`src/rtl/fetch_ctrl.sv`:
```
// Instruction fetch sequencer: owns the PC, issues word fetches to a one-cycle
// memory, buffers returns in a small FIFO and hands them downstream via valid/ready.
module fetch_ctrl #(
    parameter logic [31:0] RESET_PC  = 32'h0000_0000,
    parameter int unsigned BUF_DEPTH = 3,
    parameter int unsigned CNT_W     = 32
) (
    input  logic             clk,
    input  logic             rst,
    input  logic             run,
    output logic [31:0]      imem_addr,
    output logic             imem_en,
    input  logic [31:0]      imem_rdata,
    input  logic             redirect_valid,
    input  logic [31:0]      redirect_pc,
    output logic             inst_valid,
    input  logic             inst_ready,
    output logic [31:0]      inst_data,
    output logic [31:0]      inst_pc,
    output logic             busy,
    output logic [CNT_W-1:0] fetch_cnt
);

    localparam int unsigned PtrW = (BUF_DEPTH > 1) ? $clog2(BUF_DEPTH) : 1;
    localparam int unsigned OccW = $clog2(BUF_DEPTH + 1);
    localparam logic [OccW:0] DepthCnt = (OccW + 1)'(BUF_DEPTH);

    typedef enum logic [0:0] {StIdle, StRun} state_e;

    state_e           state_q;
    logic [31:0]      pc_q;
    logic [31:0]      issue_pc_q;
    logic             inflight_q;
    logic [31:0]      buf_data_q [BUF_DEPTH];
    logic [31:0]      buf_pc_q   [BUF_DEPTH];
    logic [PtrW-1:0]  rd_ptr_q;
    logic [PtrW-1:0]  wr_ptr_q;
    logic [OccW-1:0]  occ_q;
    logic [CNT_W-1:0] fetch_cnt_q;

    logic             issue;
    logic             flush;
    logic             push;
    logic             pop;
    logic [OccW:0]    credit;
    logic             unused_redirect_lsbs;

    function automatic logic [PtrW-1:0] ptr_inc(input logic [PtrW-1:0] p);
        return (p == PtrW'(BUF_DEPTH - 1)) ? '0 : p + 1'b1;
    endfunction

    // Buffered words plus the one in flight must never exceed the FIFO depth.
    assign credit = {1'b0, occ_q} + {{OccW{1'b0}}, inflight_q};
    assign issue  = (state_q == StRun) && !redirect_valid && (credit < DepthCnt);
    // In IDLE a redirect only retargets the PC; buffered words are kept.
    assign flush  = redirect_valid && (state_q == StRun);
    assign push   = inflight_q && !flush;
    assign pop    = inst_valid && inst_ready;

    assign unused_redirect_lsbs = ^redirect_pc[1:0];

    always_ff @(posedge clk) begin
        if (rst) begin
            state_q     <= StIdle;
            pc_q        <= RESET_PC;
            issue_pc_q  <= RESET_PC;
            inflight_q  <= 1'b0;
            rd_ptr_q    <= '0;
            wr_ptr_q    <= '0;
            occ_q       <= '0;
            fetch_cnt_q <= '0;
        end else begin
            unique case (state_q)
                StIdle:  if (run)  state_q <= StRun;
                StRun:   if (!run) state_q <= StIdle;
                default: state_q <= StIdle;
            endcase

            if (redirect_valid) begin
                pc_q <= {redirect_pc[31:2], 2'b00};
            end else if (issue) begin
                pc_q <= pc_q + 32'd4;
            end

            inflight_q <= issue;
            if (issue) begin
                issue_pc_q <= pc_q;
            end

            if (pop) begin
                fetch_cnt_q <= fetch_cnt_q + CNT_W'(1);
            end

            if (flush) begin
                rd_ptr_q <= '0;
                wr_ptr_q <= '0;
                occ_q    <= '0;
            end else begin
                if (push) wr_ptr_q <= ptr_inc(wr_ptr_q);
                if (pop)  rd_ptr_q <= ptr_inc(rd_ptr_q);
                case ({push, pop})
                    2'b10:   occ_q <= occ_q + 1'b1;
                    2'b01:   occ_q <= occ_q - 1'b1;
                    default: occ_q <= occ_q;
                endcase
            end
        end
    end

    // Storage needs no reset; occupancy alone decides what is valid.
    always_ff @(posedge clk) begin
        if (push) begin
            buf_data_q[wr_ptr_q] <= imem_rdata;
            buf_pc_q[wr_ptr_q]   <= issue_pc_q;
        end
    end

    assign imem_addr  = {pc_q[31:2], 2'b00};
    assign imem_en    = issue;
    assign inst_valid = (occ_q != '0);
    assign inst_data  = buf_data_q[rd_ptr_q];
    assign inst_pc    = buf_pc_q[rd_ptr_q];
    assign busy       = inst_valid || inflight_q;
    assign fetch_cnt  = fetch_cnt_q;

endmodule

```
`config.mk`:
```
export PLATFORM = sky130hd
export DESIGN_NAME = fetch_ctrl
export DESIGN_NICKNAME = d
export VERILOG_FILES = /design/src/rtl/fetch_ctrl.sv
export SDC_FILE = /design/constraint.sdc
export NUM_CORES = 1
export LEC_CHECK = 0
export CAP_MARGIN = 20
export CORE_ASPECT_RATIO = 0.5
export CORE_MARGIN = 8
export CORE_UTILIZATION = 53
export CTS_BUF_LIST = sky130_fd_sc_hd__clkbuf_16
export DETAILED_ROUTE_END_ITERATION = 7
export HOLD_SLACK_MARGIN = 0.06
export PLACE_DENSITY_LB_ADDON = 0.25
export SLEW_MARGIN = 20
export SYNTH_ARGS = -nofsm -noshare
export SYNTH_HDL_FRONTEND = slang
export SYNTH_SLANG_ARGS = --single-unit
export TNS_END_PERCENT = 10
```
`constraint.sdc`:
```
create_clock -name clk -period 8.7 [get_ports clk]
set_input_delay 1.305 -clock clk [delete_from_list [all_inputs] [get_ports clk]]
set_output_delay 1.305 -clock clk [all_outputs]
set_load 0.01 [all_outputs]
```
==> results.md <==
* Outcome: complete, no violations
* Via density at about 5.7
* Htree depth at 1
* Yosys warns at 0
* Main combinational cell family by area after synthesis: simple AND/OR/NAND/NOR gates
* Post-synth EDFFs at ~190
* Initial antenna violation count at 1
* Clk sinks at 288
* Total detailed-routing wirelength at around 27000 um
* Number of max-cap violations at 0
* Layout cells sized above 1 at 5.389%
* First-pass GRT wire length at 42770 um
* RePlAce Congestion at 0.7979
* Pin count of the biggest net entering global routing at 100
* Avg WL per Cell at 18.98 um
* Sequential fraction of the synthesis area at around two thirds
* Setup Skew at 0.01079 ns
* Final antenna-violating net count at 0
* Critical path data arrival time at between 3 and 4 ns
* Vias at 8097
* Final setup violation count at 0
* Starting Density at 53.79%
* Die width at 225.3 um
* DRC viols at 0
* Max clock buf depth at 3
* Post-cts gate resize count at 0
* Cell taking the most area after synthesis: edfxtp_1
* Final Slew Violations at 0
* RSZ-0062 raised after global routing: no
* Post-CTS Setup Repair Bufs at 0
* Pre-antenna DRT Iters at 5
* TNS Setup at 0 ns
* TritonCTS Buffers at 25
* Post-DP HPWL at about 17000 um
* Non-filler cells, final at 1432
* Ant diodes at 0
* Slew @ Worst Pin at 1.078 ns
* Synth Area in Adders at 0.5389%
* Die Span Y at 120.7 um
* Area delta synth->final at 26.00%
* CP max FO at 26
* Setup ws final at approximately 4.2 ns
* CTS tree: built
* Ys async rst share at 0%
* R2r setup slk at about 5.4 ns
* Total global routing overflow at 0
* Synth Register Bits at 288
* Crit path capture type: output port
* Vias in the first global route at 8192
* Pre-CTS setup slack at 4.156 ns
* Area of placed instances at 13760 um2
* Synth top area cells: edfxtp_1 (48%), dfxtp_1 (18%), mux2i_1 (8.0%)
* Peak VDD IR at 0.1053 mV
* Unique masters post-synth at 46
* Cell Pwr Density at a little under 200 nW/um2
* PortBufs at 193
* Core area at 21590 um2
* P_leak at 4.684 nW
* Hold crit path type: reg2reg
* Layout net count at between 1000 and 1500
* Hold Fails Final Rpt at 0
* Synth Area in XOR/XNOR at 1.433%
* GRT Overall Usage at 19.37%
* Hold Buf Count CTS at 0
* Simple-Gate Fraction of Synth Area at 13.02%
* Slew margin rel. at 28.16%
* Count leader, synth: edfxtp_1
* Fmax at 0.2202 GHz
* IO Pins at 200
* Final Cycle Share at a little over half
* Standard-cell rows at 38
* Post-Synthesis Cells at 940
* Clock Tree Root: clkbuf_16
* Crit start category: input pin
* Cells after DPL at about 1400
* Initial DRC count at approximately 540
* Post-synthesis area per instance at between 10 and 15 um2
* Req. time, crit path at 7.39 ns
* Worst-path clk slew at 0.07 ns
* Top cells by count, synth: edfxtp_1 (186), dfxtp_1 (102), mux2i_1 (93)
* Total Die Area at 27180 um2
* Area of the mapped netlist at around 12000 um2
* Final instance area at 14630 um2
* Minimum clock period at 4.541 ns
* Synth top area share at a little under 50%
* Final hold slack at 0.4795 ns
* Post-synthesis mux area share at 8.018%
* Main flop type after synthesis: edfxtp_1
* Clock Latency Late Sink at approximately 0.52 ns
* Synth Area in Compound Gates at 8.697%
* Crit Path Class: in2out
cells in the final DEF, fill, tap and decap left out, types with 23 or more instances in the layout:
cell type and count:
a21oi_1 27, clkbuf_16 29, clkdlybuf4s50_1 192, dfxtp_1 100
edfxtp_1 186, mux2i_1 93, nand2_1 88, nor2_1 73
o21ai_0 76, o31ai_1 23, or4_1 26
metrics by stage:
step / util, % / total power, mW
2_1_floorplan: - / 1.592
3_3_place_gp: 63.77 / 1.689
3_5_place_dp: 63.77 / 1.694
4_1_cts: 67.77 / 2.834
5_1_grt: 67.77 / 2.902
6_report: 67.77 / 2.813
where the power goes:
part | leakage, nW | total, mW | switching [mW] | internal [mW]
combinational | 1.66 | 0.169 | 0.0779 | 0.0912
sequential | 2.60 | 1.50 | 0.0269 | 1.47
clock | 0.432 | 1.15 | 0.490 | 0.659
total | 4.68 | 2.81 | 0.595 | 2.22
state kept, by name, indices dropped and copies added (netlist names), named ones only:
name / flops
issue_pc_q: 30
pc_q: 30
buf_data_q: 96
fetch_cnt: 32
occ_q: 2
buf_pc_q: 90
state_q: 1
rd_ptr_q: 2
wr_ptr_q: 2
inflight_q: 1
routing by layer:
metal	GRT usage, %	routed length (um)	up-vias
li1	-	-	3867
met5	0	13	-
met2	34.24	13570	198
met1	23.39	11220	3964
met4	5.697	786	2
met3	4.810	1597	66
layout make-up:
cell class	instances	area, um2
clock buffers	29	725.7
clock inverters	17	138.9
fillers	1611	6957
inverters	15	56.30
multi-input cells	582	3711
flip-flops and latches	288	7635
well taps	300	375.4
repair buffers	201	1987
cell families (layout without fill, tap and decap cells):
logic type / Yosys count / count (layout)
DFF: 288 / 288
other: 1 / 4
muxes: 93 / 93
adders and majority gates: 5 / 5
AOI/OAI and AO/OA: 164 / 164
buffers and inverters: 73 / 262
and+or+nand+nor: 297 / 297
xor gates and xnor gates: 19 / 19
worst max-delay path, stage by stage:
cell and delay [ns]:
clkdlybuf4s50_1 0.90, nor3_2 0.43, clkdlybuf4s50_1 0.60
final timing paths:
check,start,end,depth (start not counted)
setup / recovery,redirect_valid,imem_en,3
hold / removal,issue_pc_q[29],buf_pc_q[0][29],0
setup reg to reg,occ_q[0],pc_q[21],6
hold reg to reg,issue_pc_q[29],buf_pc_q[0][29],0
Note: power is estimated with default switching activity, not from simulation.
